===== src/rtl/pe_pkg.sv =====
// pe_pkg: mode encodings and FSM state type shared by the PE accumulator
package pe_pkg;
    localparam logic [1:0] MODE_MAC = 2'd0;
    localparam logic [1:0] MODE_MAX = 2'd1;
    localparam logic [1:0] MODE_SUM = 2'd2;
    typedef enum logic [1:0] {IDLE, ACC, DRAIN, OUT} state_t;
endpackage


===== src/rtl/pe_sat.sv =====
// pe_sat: signed clamp of a wide value into OUT_WIDTH bits with a saturation flag
module pe_sat #(
    parameter int IN_WIDTH  = 24,
    parameter int OUT_WIDTH = 16
) (
    input  logic [IN_WIDTH-1:0]  value,
    output logic [OUT_WIDTH-1:0] result,
    output logic                 sat
);
    logic [IN_WIDTH-OUT_WIDTH:0] upper;
    assign upper  = value[IN_WIDTH-1:OUT_WIDTH-1];
    // in range exactly when the dropped bits are all copies of the new sign bit
    assign sat    = !((&upper) || !(|upper));
    assign result = sat ? {value[IN_WIDTH-1], {(OUT_WIDTH-1){~value[IN_WIDTH-1]}}} : value[OUT_WIDTH-1:0];
endmodule


===== src/rtl/pe_acc.sv =====
// pe_acc: two-stage MAC/MAX/SUM accumulator with saturated, handshaked result
module pe_acc import pe_pkg::*; #(
    parameter int IFM_WIDTH    = 8,
    parameter int WEIGHT_WIDTH = 8,
    parameter int PSUM_WIDTH   = 24,
    parameter int OUT_WIDTH    = 16,
    parameter int CNT_WIDTH    = 8
) (
    input  logic                  clk,
    input  logic                  rst_n,
    input  logic                  clear,
    input  logic [1:0]            mode,
    input  logic [CNT_WIDTH-1:0]  len,
    input  logic                  in_valid,
    output logic                  in_ready,
    input  logic [IFM_WIDTH-1:0]  ifm,
    input  logic [WEIGHT_WIDTH-1:0] wgt,
    input  logic [PSUM_WIDTH-1:0] psum_in,
    output logic                  out_valid,
    input  logic                  out_ready,
    output logic [OUT_WIDTH-1:0]  out_data,
    output logic                  out_sat,
    output logic                  busy
);
    if (PSUM_WIDTH < IFM_WIDTH + WEIGHT_WIDTH + CNT_WIDTH) begin : g_width_check
        $error("pe_acc: PSUM_WIDTH too small for worst-case accumulation");
    end

    state_t state, state_nx;
    logic live, accept, last_beat;
    logic [1:0] mode_q, eff_mode;
    logic [CNT_WIDTH-1:0] len_q, count;
    logic s1_valid, s1_first, s1_last, s2_last;
    logic signed [IFM_WIDTH+WEIGHT_WIDTH-1:0] prod;
    logic signed [PSUM_WIDTH-1:0] term_nx, s1_term, acc, base, acc_nx;
    logic [OUT_WIDTH-1:0] sat_data;
    logic sat_flag;

    // live keeps in_ready low while in reset and for the first edge after it
    assign in_ready  = live && (state == IDLE || state == ACC);
    assign busy      = state != IDLE;
    assign accept    = in_valid && in_ready;
    assign eff_mode  = state == IDLE ? mode : mode_q;
    assign last_beat = state == IDLE ? len < CNT_WIDTH'(2) : count + CNT_WIDTH'(1) == len_q;
    assign prod      = $signed(ifm) * $signed(wgt);
    assign term_nx   = (eff_mode == MODE_MAX || eff_mode == MODE_SUM)
                     ? {{(PSUM_WIDTH-IFM_WIDTH){ifm[IFM_WIDTH-1]}}, ifm}
                     : {{(PSUM_WIDTH-IFM_WIDTH-WEIGHT_WIDTH){prod[IFM_WIDTH+WEIGHT_WIDTH-1]}}, prod};
    assign base      = s1_first ? $signed(psum_in) : acc;
    assign acc_nx    = mode_q == MODE_MAX ? (s1_term > base ? s1_term : base) : base + s1_term;

    pe_sat #(.IN_WIDTH(PSUM_WIDTH), .OUT_WIDTH(OUT_WIDTH)) u_sat (
        .value  (acc),
        .result (sat_data),
        .sat    (sat_flag)
    );

    always_comb begin
        state_nx = state;
        case (state)
            IDLE:    if (accept) state_nx = last_beat ? DRAIN : ACC;
            ACC:     if (accept && last_beat) state_nx = DRAIN;
            DRAIN:   if (s1_valid && s1_last) state_nx = OUT;
            OUT:     if (out_valid && out_ready) state_nx = IDLE;
            default: state_nx = IDLE;
        endcase
        if (clear) state_nx = IDLE;
    end

    always_ff @(posedge clk or negedge rst_n) begin
        if (!rst_n) begin
            state     <= IDLE;
            live      <= 1'b0;
            mode_q    <= MODE_MAC;
            len_q     <= '0;
            count     <= '0;
            s1_valid  <= 1'b0;
            s1_first  <= 1'b0;
            s1_last   <= 1'b0;
            s1_term   <= '0;
            s2_last   <= 1'b0;
            acc       <= '0;
            out_data  <= '0;
            out_sat   <= 1'b0;
            out_valid <= 1'b0;
        end else begin
            state <= state_nx;
            live  <= 1'b1;
            if (clear) begin
                count     <= '0;
                s1_valid  <= 1'b0;
                s2_last   <= 1'b0;
                acc       <= '0;
                out_sat   <= 1'b0;
                out_valid <= 1'b0;
            end else begin
                s1_valid <= accept;
                s2_last  <= s1_valid && s1_last;
                if (accept) begin
                    s1_term  <= term_nx;
                    s1_first <= state == IDLE;
                    s1_last  <= last_beat;
                    count    <= state == IDLE ? CNT_WIDTH'(1) : count + CNT_WIDTH'(1);
                    if (state == IDLE) begin
                        mode_q <= mode;
                        len_q  <= len == '0 ? CNT_WIDTH'(1) : len;
                    end
                end
                if (s1_valid) acc <= acc_nx;
                if (s2_last) begin
                    out_data  <= sat_data;
                    out_sat   <= sat_flag;
                    out_valid <= 1'b1;
                end else if (out_valid && out_ready) begin
                    out_valid <= 1'b0;
                end
            end
        end
    end
endmodule


===== config.mk =====
export PLATFORM = sky130hd
export DESIGN_NAME = pe_acc
export DESIGN_NICKNAME = d
export VERILOG_FILES = /design/src/rtl/pe_pkg.sv /design/src/rtl/pe_sat.sv /design/src/rtl/pe_acc.sv
export SDC_FILE = /design/constraint.sdc
export NUM_CORES = 1
export LEC_CHECK = 0
export BUFFER_PORTS_ARGS = -buffer_cell sky130_fd_sc_hd__buf_2
export CORE_MARGIN = 2
export CORE_UTILIZATION = 30
export CTS_CLUSTER_SIZE = 24
export DETAILED_ROUTE_END_ITERATION = 7
export GPL_TIMING_DRIVEN = 0
export PLACE_DENSITY_LB_ADDON = 0.15
export SYNTH_ARGS = -nofsm -noshare
export SYNTH_HDL_FRONTEND = slang
export SYNTH_SLANG_ARGS = --single-unit

===== constraint.sdc =====
create_clock -name clk -period 4.5 [get_ports clk]
set_input_delay 0.9 -clock clk [delete_from_list [all_inputs] [get_ports clk]]
set_output_delay 0.9 -clock clk [all_outputs]
set_load 0.01 [all_outputs]

==> impl_metrics.env <==
export IMPL_fin_setup_tns_ns=0
export IMPL_synth_top_family_by_area="adder cells"
export IMPL_avgSynthCellArea_um2=8.75
export IMPL_pwr_share_seq_pct=18.7
export IMPL_drive_gt1_share_pct=17.6
export IMPL_period_share_pct=98.1
export IMPL_cp_max_fo=8
export IMPL_viasPerCell=4.62
export IMPL_cts_sinks=83
export IMPL_yosys_most_used_dff="dfrtp_1"
export IMPL_io_pins=75
export IMPL_grt_util_all_layers_pct=15.4
export IMPL_maxSlewHeadroom_pct=21.2
export IMPL_ys_ff_latch=83
export IMPL_overflow=0
export IMPL_dr_total_vias=6671
export IMPL_dp_hpwl_mm=17.7
export IMPL_p_per_area_nw_per_um2=612
export IMPL_grt_pass1_vias=6631
export IMPL_finalSetupViolations=0
export IMPL_synth_xor_area_share_pct=5.28
export IMPL_reg2reg_from="s1_first$_DFFE_PN0P_"
export IMPL_syn_to_final_growth_pct=17.8
export IMPL_grt_pass1_wl_mm=36.0
export IMPL_netlist_top_cells_area="dfrtp_1 (25%), fa_1 (13%), ha_1 (12%)"
export IMPL_routabilityCongestion=0.812
export IMPL_core_um2=27800
export IMPL_antenna_found_initial=0
export IMPL_routed_wl_mm=22.0
export IMPL_cts_made_buffers=9
export IMPL_hold_ws_ns=0.454
export IMPL_row_count=61
export IMPL_synth_compound_area_share_pct=14.1
export IMPL_cts_tree="built"
export IMPL_multi_input_area_um2=5960
export IMPL_dieHeight_um=172
export IMPL_die_area_um2=29500
export IMPL_root_buffer="clkbuf_16"
export IMPL_netSwitchingFraction_pct=47.8
export IMPL_maxSlewViolCount=0
export IMPL_synth_edff_count=0
export IMPL_htree_levels=3
export IMPL_netlist_area_um2=8460
export IMPL_p_int_mw=3.19
export IMPL_ctsLongestPathBuffers=2
export IMPL_hold_violations=0
export IMPL_rsz0062_at_grt="true"
export IMPL_wl_per_cell_um=15.2
export IMPL_min_path_type="in2async"
export IMPL_initial_utilization_pct=30.4
export IMPL_pwr_share_clk_pct=11.9
export IMPL_yosys_area_share_simple_pct=16.2
export IMPL_yosysWarnings=0
export IMPL_p_leak_nw=4.66
export IMPL_rr_worst_depth=14
export IMPL_die_w_um=172
export IMPL_start_kind="input pin"
export IMPL_path_class="in2reg"
export IMPL_outcome="completed"
export IMPL_drc=0
export IMPL_io_buffers=74
export IMPL_cts_clk_slew_worst_paths_ns=0.07
export IMPL_critPathRequiredTime_ns=4.71
export IMPL_drt_initial_drc_count=312
export IMPL_arrival_ns=4.63
export IMPL_max_cap_violations=0
export IMPL_fin_worst_skew_ns=0.0108
export IMPL_grt_max_degree=62
export IMPL_worst_pin_slew_ns=1.18
export IMPL_yosysSeqAreaShare_pct=24.6
export IMPL_antenna_left=0
export IMPL_yosys_area_top_type="dfrtp_1"
export IMPL_max_vdd_ir_drop_v=0.000215
export IMPL_ctsHoldBuffers=0
export IMPL_max_freq_mhz=227
export IMPL_yosysTopAreaCellShare_pct=24.6
export IMPL_clk_latency_ns=0.35
export IMPL_worst_setup_path_end_kind="flop"
export IMPL_syn_inst=967
export IMPL_synth_nets=1160
export IMPL_dp_slack_ns=-0.463
export IMPL_num_antenna_cells=0
export IMPL_p_switching_mw=2.91
export IMPL_synth_cell_types=56
export IMPL_fin_nets=1255
export IMPL_reg2reg_slack_ns=0.28
export IMPL_nFillCells=2981
export IMPL_synth_async_reset_ratio_pct=100
export IMPL_synthMuxAreaShare_pct=7.01
export IMPL_comb_power_share_pct=69.3
export IMPL_final_seq_area_um2=2080
export IMPL_synth_adder_area_share_pct=25.4
export IMPL_period_needed_ns=4.41
export IMPL_layout_setup_ws_ns=0.0865
export IMPL_r2r_end="acc[22]$_DFFE_PN0P_"
export IMPL_dr_pass1_iters=4
==> area by class of cell <==
| type | instances | area share (%) |
|---|---|---|
| sequential | 83 | 20.8 |
| inverter | 135 | 5.09 |
| clock buffer | 10 | 2.40 |
| clock inverter | 6 | 0.490 |
| buffer | 25 | 1.19 |
| multi-input combinational | 724 | 59.8 |
| timing repair buffer | 84 | 5.40 |
| tap | 378 | 4.75 |
==> metal layers <==
| layer | part of all wire, % | track usage, % | vias to the layer above | wire length (um) |
|---|---|---|---|---|
| met5 | 0 | 0 | - | 0 |
| met4 | 1.4 | 3.65 | 0 | 305 |
| met3 | 3.6 | 1.76 | 13 | 793 |
| met2 | 44 | 24.6 | 108 | 9660 |
| met1 | 51 | 22.3 | 3141 | 11300 |
| li1 | - | - | 3409 | - |
==> critical path, stage by stage <==
cell	delay (ns)
buf_12	0.11
and2_4	0.16
fa_1	0.55
inv_2	0.09
fa_1	0.54
inv_2	0.04
fa_1	0.48
inv_2	0.04
fa_1	0.51
inv_2	0.05
ha_4	0.26
nand3_2	0.06
a211oi_2	0.27
nor2_1	0.09
a21oi_1	0.16
xnor2_1	0.09
a21oi_1	0.15
a21oi_1	0.08
==> state kept, by name, summed over array words and instances, names as in the netlist <==
signal,flops
s1_last,1
out_valid,1
out_sat,1
count,8
out_data,16
s2_last,1
s1_term,16
live,1
s1_first,1
s1_valid,1
len_q,8
state,2
acc,24
mode_q,2
==> cells in the final DEF, fill, tap and decap left out, drive strengths merged, types with 6 or more instances in the layout <==
cell | synthesis | routed
a21oi | 73 | 73
a22oi | 13 | 13
and2 | 45 | 45
buf | 4 | 84
clkbuf | 21 | 35
dfrtp | 83 | 83
fa | 56 | 56
ha | 82 | 82
inv | 135 | 137
mux2 | 28 | 28
mux2i | 27 | 27
nand2 | 88 | 88
nand2b | 15 | 15
nand3 | 15 | 15
nand4 | 6 | 6
nor2 | 64 | 64
nor2b | 16 | 16
nor3 | 12 | 12
o21ai | 60 | 60
or2 | 6 | 6
xnor2 | 38 | 38
xor2 | 13 | 13
==> power groups by stage <==
stage	sequential (mW)	clock (mW)	combinational [mW]
floorplan	1.08	0	3.18
global placement	1.16	0	4.07
detailed placement	1.16	0	4.06
CTS	1.14	0.751	4.11
global route	1.17	0.775	4.77
finish	1.14	0.728	4.23
==> kinds of logic after synthesis <==
kind of cell,after synthesis
AND/OR/NAND/NOR,284
AO/OA/AOI/OAI,195
buffers and inverters,160
adder cells (fa/ha/maj),138
flip-flops,83
multiplexers,55
XOR/XNOR,51
other,1
==> worst max path at each step <==
stage                       from                 endpoint  slack (ns)
after floorplan           ifm[5]  s1_term[14]$_DFFE_PN0P_       -0.01
after global placement    ifm[4]  s1_term[14]$_DFFE_PN0P_       -0.48
after detailed placement  ifm[4]  s1_term[14]$_DFFE_PN0P_       -0.46
after CTS                 wgt[7]  s1_term[14]$_DFFE_PN0P_       0.004
after global routing      ifm[7]  s1_term[22]$_DFFE_PN0P_       -0.12
final                     ifm[7]  s1_term[22]$_DFFE_PN0P_        0.09
==> per-stage QoR <==
step / area (um^2) / util (%) / power [mW] / instances
after floorplan: 8550 / - / 4.26 / 967
after global placement: 9400 / 33.8 / 5.23 / 1419
after detailed placement: 9430 / 33.9 / 5.22 / 1420
after CTS: 9750 / 35.1 / 6.01 / 1437
after global routing: 9960 / 35.9 / 6.72 / 1445
final: 9960 / 35.9 / 6.10 / 1445
==> synth_stat cells, types with 2 or more instances <==
library cell / number
or3_1: 5
xnor2_1: 38
o21bai_1: 4
o31ai_1: 3
a21oi_2: 2
dfrtp_1: 83
o2111ai_1: 4
and3_1: 4
ha_1: 82
xor2_1: 13
a21oi_1: 71
mux2_2: 26
o21a_1: 2
a31oi_1: 4
a221oi_2: 2
buf_6: 3
inv_1: 135
and2_1: 45
nand4_1: 6
o21ai_0: 59
a22oi_1: 13
a2111oi_0: 2
or2_2: 5
fa_1: 56
nor2_1: 64
o221ai_1: 5
a21o_1: 4
nand2b_1: 15
mux2i_1: 27
mux2_4: 2
a221o_1: 2
a21boi_0: 3
a211oi_1: 4
clkbuf_1: 21
nand2_1: 88
nor4_1: 5
nand3_1: 15
nor3_1: 12
nor2b_1: 16
==> what timing repair did <==
action	in CTS	in global routing
gates resized for setup	9	54
endpoints found under the setup margin	7	30
cloned	0	0
pin swaps	3	33
setup buffers	1	8
No activity file was read; power rests on OpenSTA's default activity.
